## src/rtl/bru_pkg.sv

```systemverilog
// bru_pkg -- shared types and default sizes for the branch resolve unit.
// Rev 1.0
`default_nettype none

package bru_pkg;

  localparam int BRU_DEPTH = 4;
  localparam int BRU_AW    = 32;

  typedef enum logic [1:0] {
    ST_IDLE     = 2'd0,
    ST_REDIRECT = 2'd1,
    ST_DRAIN    = 2'd2
  } bru_state_e;

  // Prediction record at the default address width; the top mirrors this layout for any AW.
  typedef struct packed {
    logic [BRU_AW-1:0] pc;
    logic              hit;
    logic [BRU_AW-1:0] target;
  } pred_rec_t;

endpackage

`default_nettype wire

```

## src/rtl/branch_resolve_if.sv

```systemverilog
// branch_resolve_if -- IF/ID prediction, resolution and BTB update bundle.
// Rev 1.0
`default_nettype none

interface branch_resolve_if #(
  parameter int AW = 32
);
  logic          Pred_Valid_IN_IF;
  logic [AW-1:0] Pred_PC_IN_IF;
  logic          Pred_Hit_IN_IF;
  logic [AW-1:0] Pred_Target_IN_IF;
  logic          Resolve_Valid_IN_ID;
  logic [AW-1:0] Resolve_PC_IN_ID;
  logic          is_Branch_IN_ID;
  logic          is_Taken_IN_ID;
  logic [AW-1:0] Alt_PC_IN_ID;
  logic          Upd_Valid_OUT;
  logic [AW-1:0] Upd_PC_OUT;
  logic [AW-1:0] Upd_Target_OUT;
  logic          Redirect_OUT;
  logic [AW-1:0] Redirect_PC_OUT;
  logic          Queue_Full_OUT;
  logic [31:0]   Mispred_Count_OUT;

  modport master (
    output Pred_Valid_IN_IF, Pred_PC_IN_IF, Pred_Hit_IN_IF, Pred_Target_IN_IF,
           Resolve_Valid_IN_ID, Resolve_PC_IN_ID, is_Branch_IN_ID, is_Taken_IN_ID,
           Alt_PC_IN_ID,
    input  Upd_Valid_OUT, Upd_PC_OUT, Upd_Target_OUT, Redirect_OUT, Redirect_PC_OUT,
           Queue_Full_OUT, Mispred_Count_OUT
  );

  modport slave (
    input  Pred_Valid_IN_IF, Pred_PC_IN_IF, Pred_Hit_IN_IF, Pred_Target_IN_IF,
           Resolve_Valid_IN_ID, Resolve_PC_IN_ID, is_Branch_IN_ID, is_Taken_IN_ID,
           Alt_PC_IN_ID,
    output Upd_Valid_OUT, Upd_PC_OUT, Upd_Target_OUT, Redirect_OUT, Redirect_PC_OUT,
           Queue_Full_OUT, Mispred_Count_OUT
  );
endinterface

`default_nettype wire

```

## src/rtl/bru_pred_fifo.sv

```systemverilog
// bru_pred_fifo -- in-flight prediction queue with synchronous clear.
// Rev 1.0
`default_nettype none

module bru_pred_fifo #(
  parameter int DEPTH = 4,
  parameter int W     = 65
) (
  input  wire logic                     clk,
  input  wire logic                     rst,
  input  wire logic                     clr,
  input  wire logic                     push,
  input  wire logic                     pop,
  input  wire logic [W-1:0]             wdata,
  output logic      [W-1:0]             rdata,
  output logic                          full,
  output logic                          empty,
  output logic      [$clog2(DEPTH):0]   count
);
  localparam int PW = $clog2(DEPTH);
  localparam int CW = PW + 1;

  logic [W-1:0]  mem [DEPTH];
  logic [PW-1:0] wr_ptr;
  logic [PW-1:0] rd_ptr;
  logic          do_push;
  logic          do_pop;

  assign full    = (count == CW'(DEPTH));
  assign empty   = (count == '0);
  assign do_pop  = pop & ~empty;
  assign do_push = push & (~full | do_pop);
  assign rdata   = mem[rd_ptr];

  // DEPTH is a power of two, so the pointers wrap naturally.
  always_ff @(posedge clk or posedge rst) begin
    if (rst) begin
      wr_ptr <= '0;
      rd_ptr <= '0;
      count  <= '0;
    end else if (clr) begin
      wr_ptr <= '0;
      rd_ptr <= '0;
      count  <= '0;
    end else begin
      if (do_push) wr_ptr <= wr_ptr + 1'b1;
      if (do_pop)  rd_ptr <= rd_ptr + 1'b1;
      case ({do_push, do_pop})
        2'b10:   count <= count + 1'b1;
        2'b01:   count <= count - 1'b1;
        default: count <= count;
      endcase
    end
  end

  always_ff @(posedge clk) begin
    if (do_push && !clr) mem[wr_ptr] <= wdata;
  end

endmodule

`default_nettype wire

```

## src/rtl/branch_resolve.sv

```systemverilog
// branch_resolve -- checks BTB predictions at ID, redirects fetch and trains the BTB.
// Rev 1.0. Optional macro BRU_STATS_EN enables the mispredict counter.
`default_nettype none

module branch_resolve
  import bru_pkg::*;
#(
  parameter int DEPTH = BRU_DEPTH,
  parameter int AW    = BRU_AW
) (
  input  wire logic        CLK,
  input  wire logic        RESET,
  input  wire logic        STALL,
  branch_resolve_if.slave  bus
);
  localparam int RW = 2 * AW + 1;
  localparam int CW = $clog2(DEPTH) + 1;

  typedef struct packed {
    logic [AW-1:0] pc;
    logic          hit;
    logic [AW-1:0] target;
  } rec_t;

  bru_state_e state;
  bru_state_e state_nxt;

  rec_t          push_rec;
  rec_t          fifo_head;
  rec_t          head;
  logic          fifo_full;
  logic          fifo_empty;
  logic [CW-1:0] fifo_count;

  logic          idle_go;
  logic          push_req;
  logic          pop_req;
  logic          actual_taken;
  logic          mispred;
  logic          need_upd;
  logic          mis_pop;

  logic          upd_pend;
  logic [AW-1:0] upd_pc;
  logic [AW-1:0] upd_tgt;
  logic [AW-1:0] redir_pc;

  assign idle_go  = (state == ST_IDLE) & ~STALL;
  assign push_req = bus.Pred_Valid_IN_IF & idle_go & (~fifo_full | pop_req);
  assign pop_req  = bus.Resolve_Valid_IN_ID & idle_go;
  assign push_rec = '{pc: bus.Pred_PC_IN_IF, hit: bus.Pred_Hit_IN_IF,
                      target: bus.Pred_Target_IN_IF};

  bru_pred_fifo #(
    .DEPTH (DEPTH),
    .W     (RW)
  ) u_fifo (
    .clk   (CLK),
    .rst   (RESET),
    .clr   (mis_pop),
    .push  (push_req),
    .pop   (pop_req),
    .wdata (push_rec),
    .rdata (fifo_head),
    .full  (fifo_full),
    .empty (fifo_empty),
    .count (fifo_count)
  );

  // An unmatched resolve behaves as a not-predicted fetch of the resolved PC.
  always_comb begin
    head = fifo_head;
    if (fifo_empty) head = '{pc: bus.Resolve_PC_IN_ID, hit: 1'b0, target: '0};
  end

  assign actual_taken = bus.is_Branch_IN_ID & bus.is_Taken_IN_ID;
  assign mispred  = (actual_taken != head.hit) |
                    (actual_taken & (head.target != bus.Alt_PC_IN_ID));
  assign need_upd = actual_taken & (~head.hit | (head.target != bus.Alt_PC_IN_ID));
  assign mis_pop  = pop_req & mispred;

  always_comb begin
    state_nxt = state;
    case (state)
      ST_IDLE:     if (mis_pop) state_nxt = ST_REDIRECT;
      ST_REDIRECT: if (!STALL)  state_nxt = ST_DRAIN;
      ST_DRAIN:    if (!STALL)  state_nxt = ST_IDLE;
      default:                  state_nxt = ST_IDLE;
    endcase
  end

  always_ff @(posedge CLK or posedge RESET) begin
    if (RESET) begin
      state    <= ST_IDLE;
      upd_pend <= 1'b0;
      upd_pc   <= '0;
      upd_tgt  <= '0;
      redir_pc <= '0;
    end else begin
      state <= state_nxt;
      // A pending BTB write survives a stall and fires once STALL drops.
      if (pop_req && need_upd) begin
        upd_pend <= 1'b1;
        upd_pc   <= bus.Resolve_PC_IN_ID;
        upd_tgt  <= bus.Alt_PC_IN_ID;
      end else if (!STALL) begin
        upd_pend <= 1'b0;
      end
      if (mis_pop)
        redir_pc <= actual_taken ? bus.Alt_PC_IN_ID : bus.Resolve_PC_IN_ID + AW'(8);
    end
  end

  assign bus.Upd_Valid_OUT   = upd_pend & ~STALL;
  assign bus.Upd_PC_OUT      = upd_pc;
  assign bus.Upd_Target_OUT  = upd_tgt;
  assign bus.Redirect_OUT    = (state == ST_REDIRECT) & ~STALL;
  assign bus.Redirect_PC_OUT = redir_pc;
  assign bus.Queue_Full_OUT  = (fifo_count == CW'(DEPTH));

`ifdef BRU_STATS_EN
  logic [31:0] mis_cnt;

  always_ff @(posedge CLK or posedge RESET) begin
    if (RESET)        mis_cnt <= '0;
    else if (mis_pop) mis_cnt <= mis_cnt + 32'd1;
  end

  assign bus.Mispred_Count_OUT = mis_cnt;
`else
  assign bus.Mispred_Count_OUT = 32'd0;
`endif

endmodule

`default_nettype wire

```

## src/flat_wrapper.sv

```systemverilog
// flat-port wrapper written by rule: the top's interface ports become plain ports
module branch_resolve_flat import bru_pkg::*;
#(
  parameter int DEPTH = BRU_DEPTH,
  parameter int AW    = BRU_AW
)
  (CLK, RESET, STALL, bus_Pred_Valid_IN_IF, bus_Pred_PC_IN_IF, bus_Pred_Hit_IN_IF, bus_Pred_Target_IN_IF, bus_Resolve_Valid_IN_ID, bus_Resolve_PC_IN_ID, bus_is_Branch_IN_ID, bus_is_Taken_IN_ID, bus_Alt_PC_IN_ID, bus_Upd_Valid_OUT, bus_Upd_PC_OUT, bus_Upd_Target_OUT, bus_Redirect_OUT, bus_Redirect_PC_OUT, bus_Queue_Full_OUT, bus_Mispred_Count_OUT);
  branch_resolve_if #(.AW(AW)) bus_i ();
  input  wire logic CLK;
  input  wire logic RESET;
  input  wire logic STALL;
  input wire logic [$bits(bus_i.Pred_Valid_IN_IF)-1:0] bus_Pred_Valid_IN_IF;
  input wire logic [$bits(bus_i.Pred_PC_IN_IF)-1:0] bus_Pred_PC_IN_IF;
  input wire logic [$bits(bus_i.Pred_Hit_IN_IF)-1:0] bus_Pred_Hit_IN_IF;
  input wire logic [$bits(bus_i.Pred_Target_IN_IF)-1:0] bus_Pred_Target_IN_IF;
  input wire logic [$bits(bus_i.Resolve_Valid_IN_ID)-1:0] bus_Resolve_Valid_IN_ID;
  input wire logic [$bits(bus_i.Resolve_PC_IN_ID)-1:0] bus_Resolve_PC_IN_ID;
  input wire logic [$bits(bus_i.is_Branch_IN_ID)-1:0] bus_is_Branch_IN_ID;
  input wire logic [$bits(bus_i.is_Taken_IN_ID)-1:0] bus_is_Taken_IN_ID;
  input wire logic [$bits(bus_i.Alt_PC_IN_ID)-1:0] bus_Alt_PC_IN_ID;
  output wire logic [$bits(bus_i.Upd_Valid_OUT)-1:0] bus_Upd_Valid_OUT;
  output wire logic [$bits(bus_i.Upd_PC_OUT)-1:0] bus_Upd_PC_OUT;
  output wire logic [$bits(bus_i.Upd_Target_OUT)-1:0] bus_Upd_Target_OUT;
  output wire logic [$bits(bus_i.Redirect_OUT)-1:0] bus_Redirect_OUT;
  output wire logic [$bits(bus_i.Redirect_PC_OUT)-1:0] bus_Redirect_PC_OUT;
  output wire logic [$bits(bus_i.Queue_Full_OUT)-1:0] bus_Queue_Full_OUT;
  output wire logic [$bits(bus_i.Mispred_Count_OUT)-1:0] bus_Mispred_Count_OUT;
  assign bus_i.Pred_Valid_IN_IF = bus_Pred_Valid_IN_IF;
  assign bus_i.Pred_PC_IN_IF = bus_Pred_PC_IN_IF;
  assign bus_i.Pred_Hit_IN_IF = bus_Pred_Hit_IN_IF;
  assign bus_i.Pred_Target_IN_IF = bus_Pred_Target_IN_IF;
  assign bus_i.Resolve_Valid_IN_ID = bus_Resolve_Valid_IN_ID;
  assign bus_i.Resolve_PC_IN_ID = bus_Resolve_PC_IN_ID;
  assign bus_i.is_Branch_IN_ID = bus_is_Branch_IN_ID;
  assign bus_i.is_Taken_IN_ID = bus_is_Taken_IN_ID;
  assign bus_i.Alt_PC_IN_ID = bus_Alt_PC_IN_ID;
  assign bus_Upd_Valid_OUT = bus_i.Upd_Valid_OUT;
  assign bus_Upd_PC_OUT = bus_i.Upd_PC_OUT;
  assign bus_Upd_Target_OUT = bus_i.Upd_Target_OUT;
  assign bus_Redirect_OUT = bus_i.Redirect_OUT;
  assign bus_Redirect_PC_OUT = bus_i.Redirect_PC_OUT;
  assign bus_Queue_Full_OUT = bus_i.Queue_Full_OUT;
  assign bus_Mispred_Count_OUT = bus_i.Mispred_Count_OUT;
  branch_resolve #(.DEPTH(DEPTH), .AW(AW)) u_core (.CLK(CLK), .RESET(RESET), .STALL(STALL), .bus(bus_i));
endmodule
```

## config.mk

```make
export PLATFORM = sky130hd
export DESIGN_NAME = branch_resolve_flat
export DESIGN_NICKNAME = d
export VERILOG_FILES = /design/src/rtl/bru_pkg.sv /design/src/rtl/branch_resolve_if.sv /design/src/rtl/bru_pred_fifo.sv /design/src/rtl/branch_resolve.sv /design/src/flat_wrapper.sv
export SDC_FILE = /design/constraint.sdc
export NUM_CORES = 1
export LEC_CHECK = 0
export CAP_MARGIN = 20
export CELL_PAD_IN_SITES_DETAIL_PLACEMENT = 1
export CELL_PAD_IN_SITES_GLOBAL_PLACEMENT = 2
export CORE_ASPECT_RATIO = 0.7
export CORE_MARGIN = 5
export CORE_UTILIZATION = 34
export DETAILED_ROUTE_END_ITERATION = 6
export PLACE_DENSITY = 0.79
export SLEW_MARGIN = 20
export SYNTH_ARGS = -nofsm -noshare
export SYNTH_HDL_FRONTEND = slang
export SYNTH_SLANG_ARGS = --single-unit
export TNS_END_PERCENT = 10
```

## constraint.sdc

```tcl
create_clock -name CLK -period 6.5 [get_ports CLK]
set_input_delay 0.975 -clock CLK [delete_from_list [all_inputs] [get_ports CLK]]
set_output_delay 0.975 -clock CLK [all_outputs]
set_load 0.01 [all_outputs]
```

Yosys cells after proc, flatten, opt, wreduce, memory -nomap -nowiden
Memory sizes are Yosys's and may differ from the RTL's. Cells that the tools add are included.

Register bits: 106. Bits in writable memories: 260. Input port bits: 136. Output and inout bits: 131. Memories kept: 1.

Memory list: u_core.u_fifo.mem (words 4, bits a word 65, read ports 1, clocked after memory_dff 0, wr ports 1, line bru_pred_fifo.sv:23) `logic [W-1:0] mem [DEPTH];`.

$add $sub $neg: 5. Eq/ne operators: 11. Multiplexer cells: 16. Bitwise logic cells: 20. Reduce and logical (&&, ||, !) cells: 9.

Operators with widths (count): two-way mux 33 bit (1); adder 32 x 4 -> 32 bit (second input constant) (1); two-way mux 32 bit (1); inequality test 32 bit (1); two-way mux 2 bit (7); AND 1 bit (12); inequality test 2 bit (second input constant) (3); case mux 2 bit (3 select lines) (1); case mux 3 bit (2 select lines) (1); adder 2 x 1 -> 2 bit (second input constant) (2); equality test 2 x 1 -> 1 bit (second input constant) (2); equality test 2 bit (second input constant) (2); two-way mux 1 bit (4); inverter 1 bit (4); OR 1 bit (4); nonzero test 2 bit (2); adder 3 x 1 -> 3 bit (second input constant) (1); equality test 3 bit (second input constant) (1); zero test 3 bit (1); two-way mux 3 bit (1); AND reduction 3 bit (1); nonzero test 3 bit (1); subtractor 3 x 1 -> 3 bit (second input constant) (1); logical AND 1 bit (2); 4 further kinds (4).

Logic depth before layout (Yosys ltp)
Depth after elaboration: 10. Gate-level depth with buffers: 13. Mapped depth without buffers: 9.

Hierarchy
A second synthesis with hierarchy kept.

Cell total of the unflattened synthesis: 936. Area, all modules: 15539.9 µm².

By module, submodules not included: bru_pred_fifo (instances 1, cells an instance 405, area an instance 9974.6 µm², seq. area each 7982.7 µm²); branch_resolve (instances 1, cells an instance 531, area an instance 5565.3 µm², seq. area each 2477.4 µm²).

Least setup slack after synthesis
OpenSTA, ideal clock, no wires.

Path kind: reg-to-reg. Start point: reg u_core.u_fifo.rd_ptr[0]. End point: mem u_core.u_fifo.mem[0][0], enable pin. Setup time: 0.471 ns. Arrival: 4.933 ns. Required time: 6.029 ns. Setup slack: 1.096 ns. Stages on the path, launching flop included: 12. Buffers on the path: 3. Clock period less this slack: 5.404 ns. Cell sequence: dfrtp_1 buf_6 buf_6 mux4_2 nor4b_1 a22oi_1 a22oi_1 nand2_1 a211oi_2 a311oi_4 buf_2 nor3b_1.

Word-level cells in the longest chain between the ends: 10. Elaborated cells on any way between the ends: 11. Classes of those cells: eq/ne (2); mux (3); bitwise (3); reduce/logical (2); memory (1).

Ends and longest elaborated chain: from (decl) (line bru_pred_fifo.sv:25) `logic [PW-1:0] rd_ptr;`; from (signal assigned) (line bru_pred_fifo.sv:47) `if (do_pop) rd_ptr <= rd_ptr + 1'b1;`; memory read (4 x 65 bit) *; two-way mux 33 bit * (line branch_resolve.sv:73) `if (fifo_empty) head = '{pc: bus.Resolve_PC_IN_ID, hit: 1'b0, target: '0};`; inequality test 32 bit (line branch_resolve.sv:78) `(actual_taken & (head.target != bus.Alt_PC_IN_ID));`; AND 1 bit (line branch_resolve.sv:78); OR 1 bit * (line branch_resolve.sv:77) `assign mispred = (actual_taken != head.hit) |`; AND 1 bit * (line branch_resolve.sv:80) `assign mis_pop = pop_req & mispred;`; zero test 1 bit * (line bru_pred_fifo.sv:57) `if (do_push && !clr) mem[wr_ptr] <= wdata;`; logical AND 1 bit * (line bru_pred_fifo.sv:57); two-way mux 1 bit * (line bru_pred_fifo.sv:57); two-way mux 1 bit (not written as such) * (line bru_pred_fifo.sv:57); to (decl) (line bru_pred_fifo.sv:23).

Every way passes the cells marked *; elsewhere a longest branch is shown, timed or not.

Worst setup path after layout
Start point: reg u_core.u_fifo.rd_ptr[0]. End point: reg u_core.redir_pc[30], in the netlist u_core.bus.Redirect_PC_OUT[30].

Word-level cells in the longest chain between the ends: 6. Elaborated cells on any way between the ends: 7. Classes of those cells: eq/ne (2); mux (1); bitwise (3); memory (1).

Ends and longest elaborated chain: memory read (4 x 65 bit) *; two-way mux 33 bit * (line branch_resolve.sv:73); inequality test 32 bit (line branch_resolve.sv:78); AND 1 bit (line branch_resolve.sv:78); OR 1 bit * (line branch_resolve.sv:77); AND 1 bit * (line branch_resolve.sv:80); to (signal assigned) (line branch_resolve.sv:110) `redir_pc <= actual_taken ? bus.Alt_PC_IN_ID : bus.Resolve_PC_IN_ID + AW'(8);`; to (decl) (line branch_resolve.sv:46) `logic [AW-1:0] redir_pc;`.

Marked as above. A chain may end at the register's enable or synchronous reset.

==> summary.md <==
| Metric | Value |
|---|---|
| Reg2Reg Setup Slack | `1.80 ns` |
| Top-area cell type share of the netlist area | `0.3573` |
| Post-DRT Antenna Nets | `0` |
| Fillers | `3265` |
| Post-Place Setup Slack | `1.735 ns` |
| Clk_skew | `0.02984 ns` |
| Wire length per cell | `23.15 µm` |
| Final wirelength | `32410 µm` |
| Ys flop type | `edfxtp_1` |
| Clock Sinks | `about 240` |
| TNS Setup | `0 ns` |
| Clk_lat worst skew | `0.54 ns` |
| Power density over cell area | `roughly 420 nW/µm²` |
| Largest cells by area after synthesis | `edfxtp_1 (36%), dfrtp_1 (24%), mux2_4 (10%)` |
| Final hold vios | `0` |
| Row count | `55` |
| IO buf count | `202` |
| Critical Path RT | `between 6 and 7 ns` |
| End of the critical path | `u_core.bus.Redirect_PC_OUT[30]` |
| # DRC | `0` |
| CTS Buffer Depth | `3` |
| Crit path launch type | `flip-flop` |
| Static leakage | `5.287 nW` |
| Pre-Repair DR Iteration Count | `5` |
| Asr flop ratio synth | `0.4454` |
| Hold Path Class | `reg -> reg` |
| Die Y | `~160 µm` |
| Final Setup Violations | `0` |
| Layout cell share with drive strength beyond 1 | `0.1903` |
| Crit. End Element | `flip-flop` |
| Commonest cells after routing, fill and taps aside | `clkdlybuf4s50_1 (202), edfxtp_1 (132), dfrtp_1 (104)` |
| Vias per cell | `4.966` |
| Max capacitance violation total | `0` |
| RSZ-0062 raised after global routing | `false` |
| Util after Layout | `0.4401` |
| Post-synth EDFFs | `132` |
| Clock transition at the registers of the reported paths | `0.06 ns` |
| Initial antenna violation count | `4` |
| Grt ovf | `0` |
| Post-route worst setup slack | `between 1.5 and 2 ns` |
| Die width | `225.9 µm` |
| Nets | `between 1000 and 1500` |
| Unique masters post-synth | `53` |
| Setup Buffers After CTS | `0` |
| Area Overhead vs Synth | `28.04%` |
| Ports | `267` |
| Seq/Total Area, Yosys | `0.5964` |
| Relative max-transition margin | `0.3420` |
| Critical Path AT | `5.11 ns` |
| Synth warn | `0` |
| Final GP Congestion | `0.7973` |
| Dominant cell type by area after synthesis | `edfxtp_1` |
| DR iter-0 viols | `381` |
| Initial core utilization | `0.3437` |
| Syn Inst Count | `between 700 and 800` |
| Flops & latches, synth | `238` |
| Achievable clock frequency | `0.2126 GHz` |
| Final Max Slew Viols | `0` |
| Critical Path Fanout Max | `28` |
| WS Path Type | `reg -> reg` |
| FF-to-FF Start | `u_core.u_fifo.rd_ptr[0]` |
| Global-route usage over all layers | `0.1726` |
| Max rail drop VDD | `between 0.2 and 0.25 mV` |
| Worst flop-to-flop path endpoint | `u_core.bus.Redirect_PC_OUT[30]` |
| Hold Buf Count CTS | `0` |
| CTS tree | `yes` |
| Cts bufs inserted | `25` |
| Core region area | `32270 µm²` |
| Period utilization | `0.7235` |
| Post-synthesis cell area | `11090 µm²` |
| Final min period | `4.703 ns` |
| Vias | `6953` |
| Critical Path Start | `u_core.u_fifo.rd_ptr[0]` |
| Status | `finished clean` |
| Number of global-route vias before repair | `7394` |
| HPWL Detailed | `~23000 µm` |
| Post_cts resized | `0` |
| Clock tree root driver cell | `clkbuf_16` |
| R2R depth | `10` |
| Most common cell after layout, fill and taps aside | `clkdlybuf4s50_1` |
| First-pass GRT wire length | `47890 µm` |
| Pin count of the biggest net entering global routing | `70` |
| H-tree depth | `1` |
| Avg Inst Size Synth | `14.85 µm²` |
| Slew at the pin with the worst max-slew slack | `0.9870 ns` |
| Die area | `36400 µm²` |
through the flow:
step,hold WS (ns),std cells,area [µm²],total power (W)
3_5_place_dp,0.4739,1353,13430,0.004626
3_3_place_gp,0.4627,1353,13430,0.004570
2_1_floorplan,0.4457,778,11210,0.003564
4_1_cts,0.4903,1399,14200,0.006034
5_1_grt,0.5100,1400,14200,0.006260
6_report,0.4831,1400,14200,0.005953
synthesized netlist by cell type (2+ instances only):
cell type    n
a21oi_1     40
a221oi_1     2
a22oi_1      8
and2_1       4
and3_1       5
and4_1       2
buf_2        8
buf_4       34
buf_6       12
clkbuf_1    12
dfrtp_1    106
edfxtp_1   132
ha_1         6
inv_1       17
mux2_2      22
mux2_4      77
mux2i_1     32
mux4_2      23
nand2_1     24
nand2b_1     2
nand3_1     17
nand4_1     11
nor2_1      47
nor3_1       5
nor3b_1      6
nor4_1       4
nor4b_1      4
o2111ai_1    2
o211ai_1     2
o21ai_0     10
o221ai_1     2
o22ai_1      8
xnor2_1     20
xor2_1      22
final cells by class:
| cell class | instances | area (µm²) | share of cell area |
|---|---|---|---|
| antenna | 1 | 2.502 | 0.0001762 |
| clock buffer | 38 | 734.5 | 0.05171 |
| clock inverter | 8 | 41.29 | 0.002907 |
| inverter | 17 | 66.31 | 0.004669 |
| multi-input combinational | 457 | 4081 | 0.2874 |
| sequential | 238 | 6619 | 0.4660 |
| tap | 427 | 534.3 | 0.03761 |
| timing repair buffer | 214 | 2125 | 0.1496 |
worst min-delay path by stage:
stage,start,end,slack [ns],depth (start not counted)
2_1_floorplan,u_core.upd_pend,u_core.upd_pend,0.45,1
3_3_place_gp,u_core.upd_pend,u_core.upd_pend,0.46,1
3_5_place_dp,u_core.upd_pend,u_core.upd_pend,0.47,1
4_1_cts,u_core.upd_pend,u_core.upd_pend,0.49,1
5_1_grt,u_core.upd_pend,u_core.upd_pend,0.51,1
6_report,u_core.upd_pend,u_core.upd_pend,0.48,1
flip-flops by register name (all words and copies together), names as in the netlist:
| register | count |
|---|---|
| u_core.u_fifo.count | 3 |
| u_core.bus.Upd_PC_OUT | 32 |
| u_core.u_fifo.rd_ptr | 2 |
| u_core.bus.Upd_Target_OUT | 32 |
| u_core.u_fifo.mem | 132 |
| u_core.state | 2 |
| u_core.u_fifo.wr_ptr | 2 |
| u_core.bus.Redirect_PC_OUT | 32 |
| u_core.upd_pend | 1 |
critical path, stage by stage (launching register included):
cell and delay [ns]:
dfrtp_2 0.94, buf_4 0.40, mux4_2 0.61, o21ai_0 0.18, nand2_1 0.08, o2111ai_1 0.14
a2111o_1 0.17, a211oi_2 0.11, a311oi_4 0.92, buf_4 0.61, mux2_2 0.39
where the power goes:
group	internal (W)	switching (W)	total, W
logic	0.00132	0.000962	0.00228
clock network	0.000777	0.000589	0.00137
registers	0.00201	0.000301	0.00231
total	0.00410	0.00185	0.00595
layer usage:
metal,vias to the layer above,GRT usage,part of all wire
met5,-,0,0.00086
met4,6,0.03134,0.018
met3,46,0.05414,0.074
met2,176,0.2713,0.46
met1,3584,0.2394,0.45
li1,3141,-,-
cells by family after synthesis:
group | count (synthesis) | share of synthesized area
buf+inv | 83 | 0.04861
fa+ha+maj | 7 | 0.008572
compound gates | 88 | 0.05166
simple gates | 134 | 0.05910
flops | 238 | 0.5964
xor+xnor | 42 | 0.03316
mux | 154 | 0.2021
other cells | 1 | 0.0003380
No activity file was read; power rests on OpenSTA's default activity.
